===== config.mk =====
export PLATFORM = sky130hd
export DESIGN_NAME = halt_dump_unit
export DESIGN_NICKNAME = d
export VERILOG_FILES = /design/src/rtl/halt_dump_unit.sv
export SDC_FILE = /design/constraint.sdc
export NUM_CORES = 1
export LEC_CHECK = 0
export CAP_MARGIN = 20
export CORE_UTILIZATION = 35
export DETAILED_ROUTE_END_ITERATION = 12
export GPL_TIMING_DRIVEN = 0
export PLACE_DENSITY = 0.76
export SYNTH_ARGS = -nofsm -noshare
export SYNTH_HDL_FRONTEND = slang
export SYNTH_SLANG_ARGS = --single-unit

===== constraint.sdc =====
create_clock -name clk -period 1.85 [get_ports clk]
set_input_delay 0.37 -clock clk [delete_from_list [all_inputs] [get_ports clk]]
set_output_delay 0.37 -clock clk [all_outputs]
set_load 0.01 [all_outputs]

===== src/rtl/halt_dump_unit.sv =====
// halt_dump_unit
//   Watches the core's decode-stage instruction stream for a HALT, waits a
//   fixed number of cycles for the pipeline to drain, then reads a window of
//   data memory through a private synchronous read port and streams each word
//   out on a valid/ready interface. halted/done give the bench and on-chip
//   debug a deterministic end-of-program indication.
//
// Ports
//   clk          in   single clock, rising edge
//   reset        in   asynchronous active-low reset (0 = in reset)
//   instr        in   INSTR_W  instruction in decode
//   instr_valid  in   instr is a real instruction (not a bubble)
//   mem_rd_en    out  data memory read strobe
//   mem_rd_addr  out  ADDR_W   data memory read address
//   mem_rd_data  in   DATA_W   read data, valid the cycle after mem_rd_en
//   dump_valid   out  dump_data/dump_addr hold a valid word
//   dump_ready   in   consumer accepts the word
//   dump_data    out  DATA_W   dumped word
//   dump_addr    out  ADDR_W   address of the dumped word
//   halted       out  HALT seen, sticky until reset
//   done         out  drain and dump complete, sticky until reset

module halt_dump_unit #(
    parameter int INSTR_W      = 16,
    parameter int DATA_W       = 16,
    parameter int ADDR_W       = 8,
    parameter int DRAIN_CYCLES = 10,
    parameter int DUMP_BASE    = 1,
    parameter int DUMP_COUNT   = 1
) (
    input  logic              clk,
    input  logic              reset,
    input  logic [INSTR_W-1:0] instr,
    input  logic              instr_valid,
    output logic              mem_rd_en,
    output logic [ADDR_W-1:0] mem_rd_addr,
    input  logic [DATA_W-1:0] mem_rd_data,
    output logic              dump_valid,
    input  logic              dump_ready,
    output logic [DATA_W-1:0] dump_data,
    output logic [ADDR_W-1:0] dump_addr,
    output logic              halted,
    output logic              done
);

    // Drain counter must hold DRAIN_CYCLES itself.
    localparam int CNT_W  = (DRAIN_CYCLES < 2) ? 1 : $clog2(DRAIN_CYCLES + 1);
    // Word counter is one bit wider than the address so a full 2^ADDR_W
    // window can be expressed.
    localparam int SENT_W = ADDR_W + 1;

    localparam logic [INSTR_W-1:0] HALT_A = INSTR_W'(16'hE000);
    localparam logic [INSTR_W-1:0] HALT_B = INSTR_W'(16'hE7FF);
    localparam logic [SENT_W-1:0]  COUNT  = SENT_W'(DUMP_COUNT);
    localparam logic [ADDR_W-1:0]  BASE   = ADDR_W'(DUMP_BASE);
    localparam logic [CNT_W-1:0]   DRAIN  = CNT_W'(DRAIN_CYCLES);

    typedef enum logic [2:0] {
        S_RUN,
        S_DRAIN,
        S_READ,
        S_WAIT,
        S_HOLD,
        S_DONE
    } state_t;

    state_t state, state_nxt;

    logic [CNT_W-1:0]  cnt;
    logic [ADDR_W-1:0] ptr;
    logic [SENT_W-1:0] sent;
    logic [SENT_W-1:0] sent_inc;
    logic [DATA_W-1:0] data_q;
    logic [ADDR_W-1:0] addr_q;
    logic              halt_hit;
    logic              handshake;
    logic              last_word;

    // Only the two exact encodings halt; the rest of the 11100xxx... space
    // is ordinary instructions.
    assign halt_hit  = instr_valid && ((instr == HALT_A) || (instr == HALT_B));
    assign handshake = (state == S_HOLD) && dump_ready;
    assign sent_inc  = sent + SENT_W'(1);
    assign last_word = (sent_inc == COUNT);

    // ------------------------------------------------------------------
    // State register
    // ------------------------------------------------------------------
    always_ff @(posedge clk or negedge reset) begin
        if (!reset) state <= S_RUN;
        else        state <= state_nxt;
    end

    // ------------------------------------------------------------------
    // Next-state logic
    // ------------------------------------------------------------------
    always_comb begin
        state_nxt = state;
        unique case (state)
            S_RUN: begin
                if (halt_hit) state_nxt = S_DRAIN;
            end
            S_DRAIN: begin
                // Leaving on counter==1 makes DRAIN last exactly DRAIN_CYCLES.
                if (cnt == CNT_W'(1))
                    state_nxt = (DUMP_COUNT > 0) ? S_READ : S_DONE;
            end
            S_READ: state_nxt = S_WAIT;
            S_WAIT: state_nxt = S_HOLD;
            S_HOLD: begin
                if (dump_ready) state_nxt = last_word ? S_DONE : S_READ;
            end
            S_DONE:  state_nxt = S_DONE;
            default: state_nxt = S_RUN;
        endcase
    end

    // ------------------------------------------------------------------
    // Output logic
    // ------------------------------------------------------------------
    always_comb begin
        mem_rd_en   = 1'b0;
        mem_rd_addr = '0;
        dump_valid  = 1'b0;
        halted      = 1'b1;
        done        = 1'b0;
        unique case (state)
            S_RUN:  halted = 1'b0;
            S_READ: begin
                mem_rd_en   = 1'b1;
                mem_rd_addr = ptr;
            end
            // A word is presented for exactly as long as we sit in HOLD, so
            // the handshake edge drops valid on the next cycle.
            S_HOLD: dump_valid = 1'b1;
            S_DONE: done       = 1'b1;
            default: ;
        endcase
    end

    assign dump_data = data_q;
    assign dump_addr = addr_q;

    // ------------------------------------------------------------------
    // Datapath: drain counter, read pointer, word count, output capture
    // ------------------------------------------------------------------
    always_ff @(posedge clk or negedge reset) begin
        if (!reset) begin
            cnt    <= '0;
            ptr    <= '0;
            sent   <= '0;
            data_q <= '0;
            addr_q <= '0;
        end else begin
            if ((state == S_RUN) && halt_hit) begin
                cnt  <= DRAIN;
                ptr  <= BASE;
                sent <= '0;
            end else if (state == S_DRAIN) begin
                cnt <= cnt - CNT_W'(1);
            end

            // Read data arrives one cycle after the strobe, i.e. during WAIT.
            if (state == S_WAIT) begin
                data_q <= mem_rd_data;
                addr_q <= ptr;
            end

            // Pointer wraps naturally modulo 2^ADDR_W.
            if (handshake) begin
                sent <= sent_inc;
                ptr  <= ptr + ADDR_W'(1);
            end
        end
    end

endmodule

# == After elaboration in Yosys (flattened, before gate mapping) ==
# Cells that the tools add are included.
# op_classes
shift,0
reduce_logical,8
n_addsub,3
div,0
multipliers,0
n_lt_le_gt_ge,0
eq_ne,12
muxes,16
bitwise_logic,0
# op_table
op,count
16-bit == test (second input constant),2
8-bit 2-to-1 mux,3
9-bit 2-to-1 mux,2
3-bit case mux with 6 select lines,1
3-bit 2-to-1 mux,4
9-bit by 1-bit adder with 9-bit output (second input constant),1
9-bit by 1-bit == test with 1-bit output (second input constant),1
8-bit by 1-bit adder with 8-bit output (second input constant),1
4-bit 2-to-1 mux,2
3-bit by 2-bit == test with 1-bit output (second input constant),2
3-bit == test (second input constant),2
2-bit != test (second input constant),3
4-bit by 1-bit == test with 1-bit output (second input constant),1
1-bit 2-to-1 mux,4
2-bit nonzero test,2
4-bit by 1-bit subtractor with 4-bit output (second input constant),1
3-bit by 1-bit == test with 1-bit output (second input constant),1
1-bit logical AND,3
3-bit zero test,1
3-bit AND reduction,1
1-bit logical OR,1
# word_totals
mem_bits_ro,0
mem_count,0
elab_cells,45
regBits,48
output_inout_bits,36
mem_bits_rw,0
latchBits,0
in_bits,36

# == Logic depth before layout (Yosys ltp) ==
# logic_depth
ltp_word,6
ltp_mapped,7
depth_no_buf,6

# == Worst setup path after synthesis ==
# OpenSTA, ideal clock, no wires.
# synth_timing
kind,register -> register
from,reg sent[0]
to,reg state[1]
path_stages_with_launch,7
setup_time_ns,0.124
period_less_slack_ns,1.822
arrival_time_ns,1.698
path_slack_ns,0.028
path_cell_list,dfrtp_1 -> ha_1 -> clkbuf_1 -> a2111o_1 -> nand3_1 -> a21boi_0 -> a211o_1
# synth_via
elab_chain_cells,5
# synth_lines
element,line,source
"start, declared",71,logic [SENT_W-1:0] sent;
"start signal, assigned",171,sent <= sent_inc;
9-bit by 1-bit adder with 9-bit output,83,assign sent_inc = sent + SENT_W'(1);
9-bit by 1-bit == test with 1-bit output,84,assign last_word = (sent_inc == COUNT);
3-bit 2-to-1 mux (2 in series),111,if (dump_ready) state_nxt = last_word ? S_DONE : S_READ;
3-bit case mux with 6 select lines,99,unique case (state)
"end signal, assigned",91,else state <= state_nxt;
"end, declared",67,"state_t state, state_nxt;"
# Every way passes these cells. The select of a mux whose other input is x is not followed.
# A chain may end at the register's enable or synchronous reset.

# == Worst setup path after layout ==
# layout_timing
from,reg state[0]
to,out mem_rd_addr[4]
# layout_via
elab_chain_cells,2
# layout_lines
element,line,source
3-bit by 2-bit == test with 1-bit output,127,unique case (state)
8-bit 2-to-1 mux,127,
"end, declared",36,"output logic [ADDR_W-1:0] mem_rd_addr,"
# Every way passes these cells.

==> reports/qor.yml <==
fp.dieW_um: 86.3
slowest_stage: "dfrtp_1"
fin_crit_sh: 0.988
crit_fanout: 7
syn_area_per_cell_um2: 10.5
netlist_area_um2: 2490
core-area_um2: 6830
end_kind: "output port"
syn_nets: 278
synth-seq-area-share: 0.483
synth_cells: 237
ant_nets: 0
maxSlewHeadroom: 0.660
dp_slack_ns: -0.579
place_congestion: 0.854
worst_slew_pin_slew_ns: 0.508
cp_cell_sequence: "buf_6 > inv_4 > and3_4 > buf_6 > and2_1 > buf_2"
layout_commonest_cell: "clkdlybuf4s50_1"
critPathTopFamily: "buffers and inverters"
drc: 0
max_freq_mhz: 547
root_buffer: "clkbuf_8"
clk_pin_slew_ns: 0.10
synth_warnings: 0
dr.pass1.iters: 5
synth.area.top_cells: "dfrtp_1 (48%), mux2_2 (10%), mux2i_1 (4.4%)"
dpl.cell_count: 405
synth_cell_types: 38
first_global_vias: 2095
grt_overflow: 0
htree_num_levels: 2
cts_buffers: 5
wire_per_inst_um: 14.8
port-buffer-count: 71
power_leakage_uw: 0.00160
cts_tree: "done"
num_rows: 30
slowest_delay_ns: 0.38
setup_ws_ns: 0.0226
layout.nets: 363
hold_violations: 0
cts_buffer_depth: 2
cp.arrival_ns: 1.46
die_area_um2: 7450
critPathKind: "reg -> out"
wl_mm: 6.20
holdWs_ns: 0.495
antenna_found_initial: 0
dr.first_iter.drc_count: 125
status: "finished clean"
clock_latency_ns: 0.31
required_ns: 1.48
power_density_nw_per_um2: 1290
grt_max_degree: 35
io_pins: 72
cp_common_cell: "buf_6"
slew_violations: 0
timing.final.crit_period_ns: 1.83
rsz0062_at_grt: "true"
holdCritPathClass: "reg -> reg"
synth_top_area_cell: "dfrtp_1"
crit_buf_inv: 4
ys_seq_elements: 48
die_height_um: 86.3
layout_common_cells: "clkdlybuf4s50_1 (55), dfrtp_1 (45), mux2_2 (22), a21oi_1 (15), nor2_1 (14)"
grt_pass1_wl_mm: 10.1
vias_per_cell: 5.05
vias: 2117
setup-violations-final: 0
track_usage: 0.172
stdcell_count: 419
start_util: 0.364
area_growth_pct: 46.7
vdd_drop_max_uv: 568
cp-start-kind: "register"
skew_ns: 0.00965
synth.top_cell.area_share: 0.483
drive_above_1_share: 0.266
hpwl_mm: 4.25
drv_cap: 0
clkSinkCount: 48
antenna_cells: 0
## worst reg2reg max path, stage by stage, from the launching register on
cell      delay, ns
dfrtp_1        0.39
buf_6          0.14
or3b_1         0.47
a21oi_2        0.16
nand2b_1       0.17
a21oi_1        0.08
a211o_1        0.27
## path summary, 6_finish.rpt
path	depth (start not counted)	slack (ns)	end	start
worst min-delay path	2	0.50	dump_addr[4]	dump_addr[4]
max in group asynchronous	3	0.84	ptr[3]	reset
min in group asynchronous	2	0.51	cnt[0]	reset
worst max register to register	6	0.06	state[1]	state[1]
worst max-delay path	6	0.02	mem_rd_addr[4]	state[0]
worst min register to register	2	0.50	dump_addr[4]	dump_addr[4]
## what timing repair did
| action | in CTS | in global routing |
|---|---|---|
| gates resized for setup | 51 | 36 |
| pin swaps | 3 | 9 |
| endpoints found under the hold margin | 14 | 0 |
| setup buffers | 4 | 4 |
| endpoints found under the setup margin | 33 | 29 |
| hold buffers | 1 | 0 |
| gates cloned | 1 | 0 |
## power by group
group | leakage (uW) | internal [uW] | switching (uW)
Clock | 0.0000548 | 408 | 381
Sequential | 0.000603 | 1440 | 285
Combinational | 0.000940 | 1250 | 957
Total | 0.00160 | 3090 | 1620
## final cells by class
cell class,count,area [um^2]
fillers,609,3180
multi-input cells,167,1310
flip-flops and latches,48,1200
repair buffers,81,785
well taps,96,120
plain buffers,10,76.3
clock buffers,5,68.8
clock inverters,3,46.3
inverters,9,36.3
## through the flow
stage / TNS, ns / cell area [um^2] / utilization / power [uW]
detailed placement: -10.86 / 3330 / 0.488 / 3720
finish: 0 / 3650 / 0.534 / 4710
global route: -0.107 / 3650 / 0.534 / 5020
global placement: -55.12 / 3320 / 0.486 / 3640
CTS: 0 / 3510 / 0.514 / 4610
floorplan: 0 / 2490 / - / 2830
## cell families (layout without fill, tap and decap cells)
kind of cell | count (synthesis) | after routing | share of synthesized area
AO/OA/AOI/OAI | 43 | 43 | 0.113
XOR/XNOR | 5 | 5 | 0.0176
adder cells (fa/ha/maj) | 5 | 5 | 0.0252
buffers and inverters | 23 | 108 | 0.0428
flip-flops | 48 | 48 | 0.483
multiplexers | 33 | 33 | 0.144
AND/OR/NAND/NOR | 80 | 81 | 0.175
## synth_stat cells
master     number
dfrtp_1        48
mux2_2         22
a21oi_1        16
nor2_1         14
nand2_1        13
and2_1         12
mux2i_1        11
inv_1           9
nand3_1         9
nand4_1         9
o21ai_0         8
clkbuf_1        7
and3_1          6
ha_1            5
nor3_1          5
a31oi_1         4
buf_2           4
nand2b_1        4
xnor2_1         4
a211o_1         3
a22o_1          3
nor4_1          3
and4_1          2
buf_4           2
a2111o_1        1
a211oi_1        1
a21boi_0        1
a22oi_1         1
a22oi_2         1
a31o_2          1
buf_6           1
nor3b_2         1
o2111ai_1       1
o211ai_1        1
o211ai_2        1
or3b_1          1
or4_4           1
xor2_1          1
## per-layer routing
metal  vias up  share of wire  routed length [um]  track usage
met5         -              0                   0            0
met3         9          0.056                 346       0.0362
met2        69           0.50                3120        0.289
li1       1021              -                   -            -
met1      1018           0.43                2660        0.223
met4         0          0.011                  71       0.0545
## registers in the layout, indices dropped and copies added, names as in the netlist
| signal | count |
|---|---|
| state | 3 |
| dump_data | 16 |
| dump_addr | 8 |
| cnt | 4 |
| sent | 9 |
| ptr | 8 |
Power figures use the tool's default switching activity.
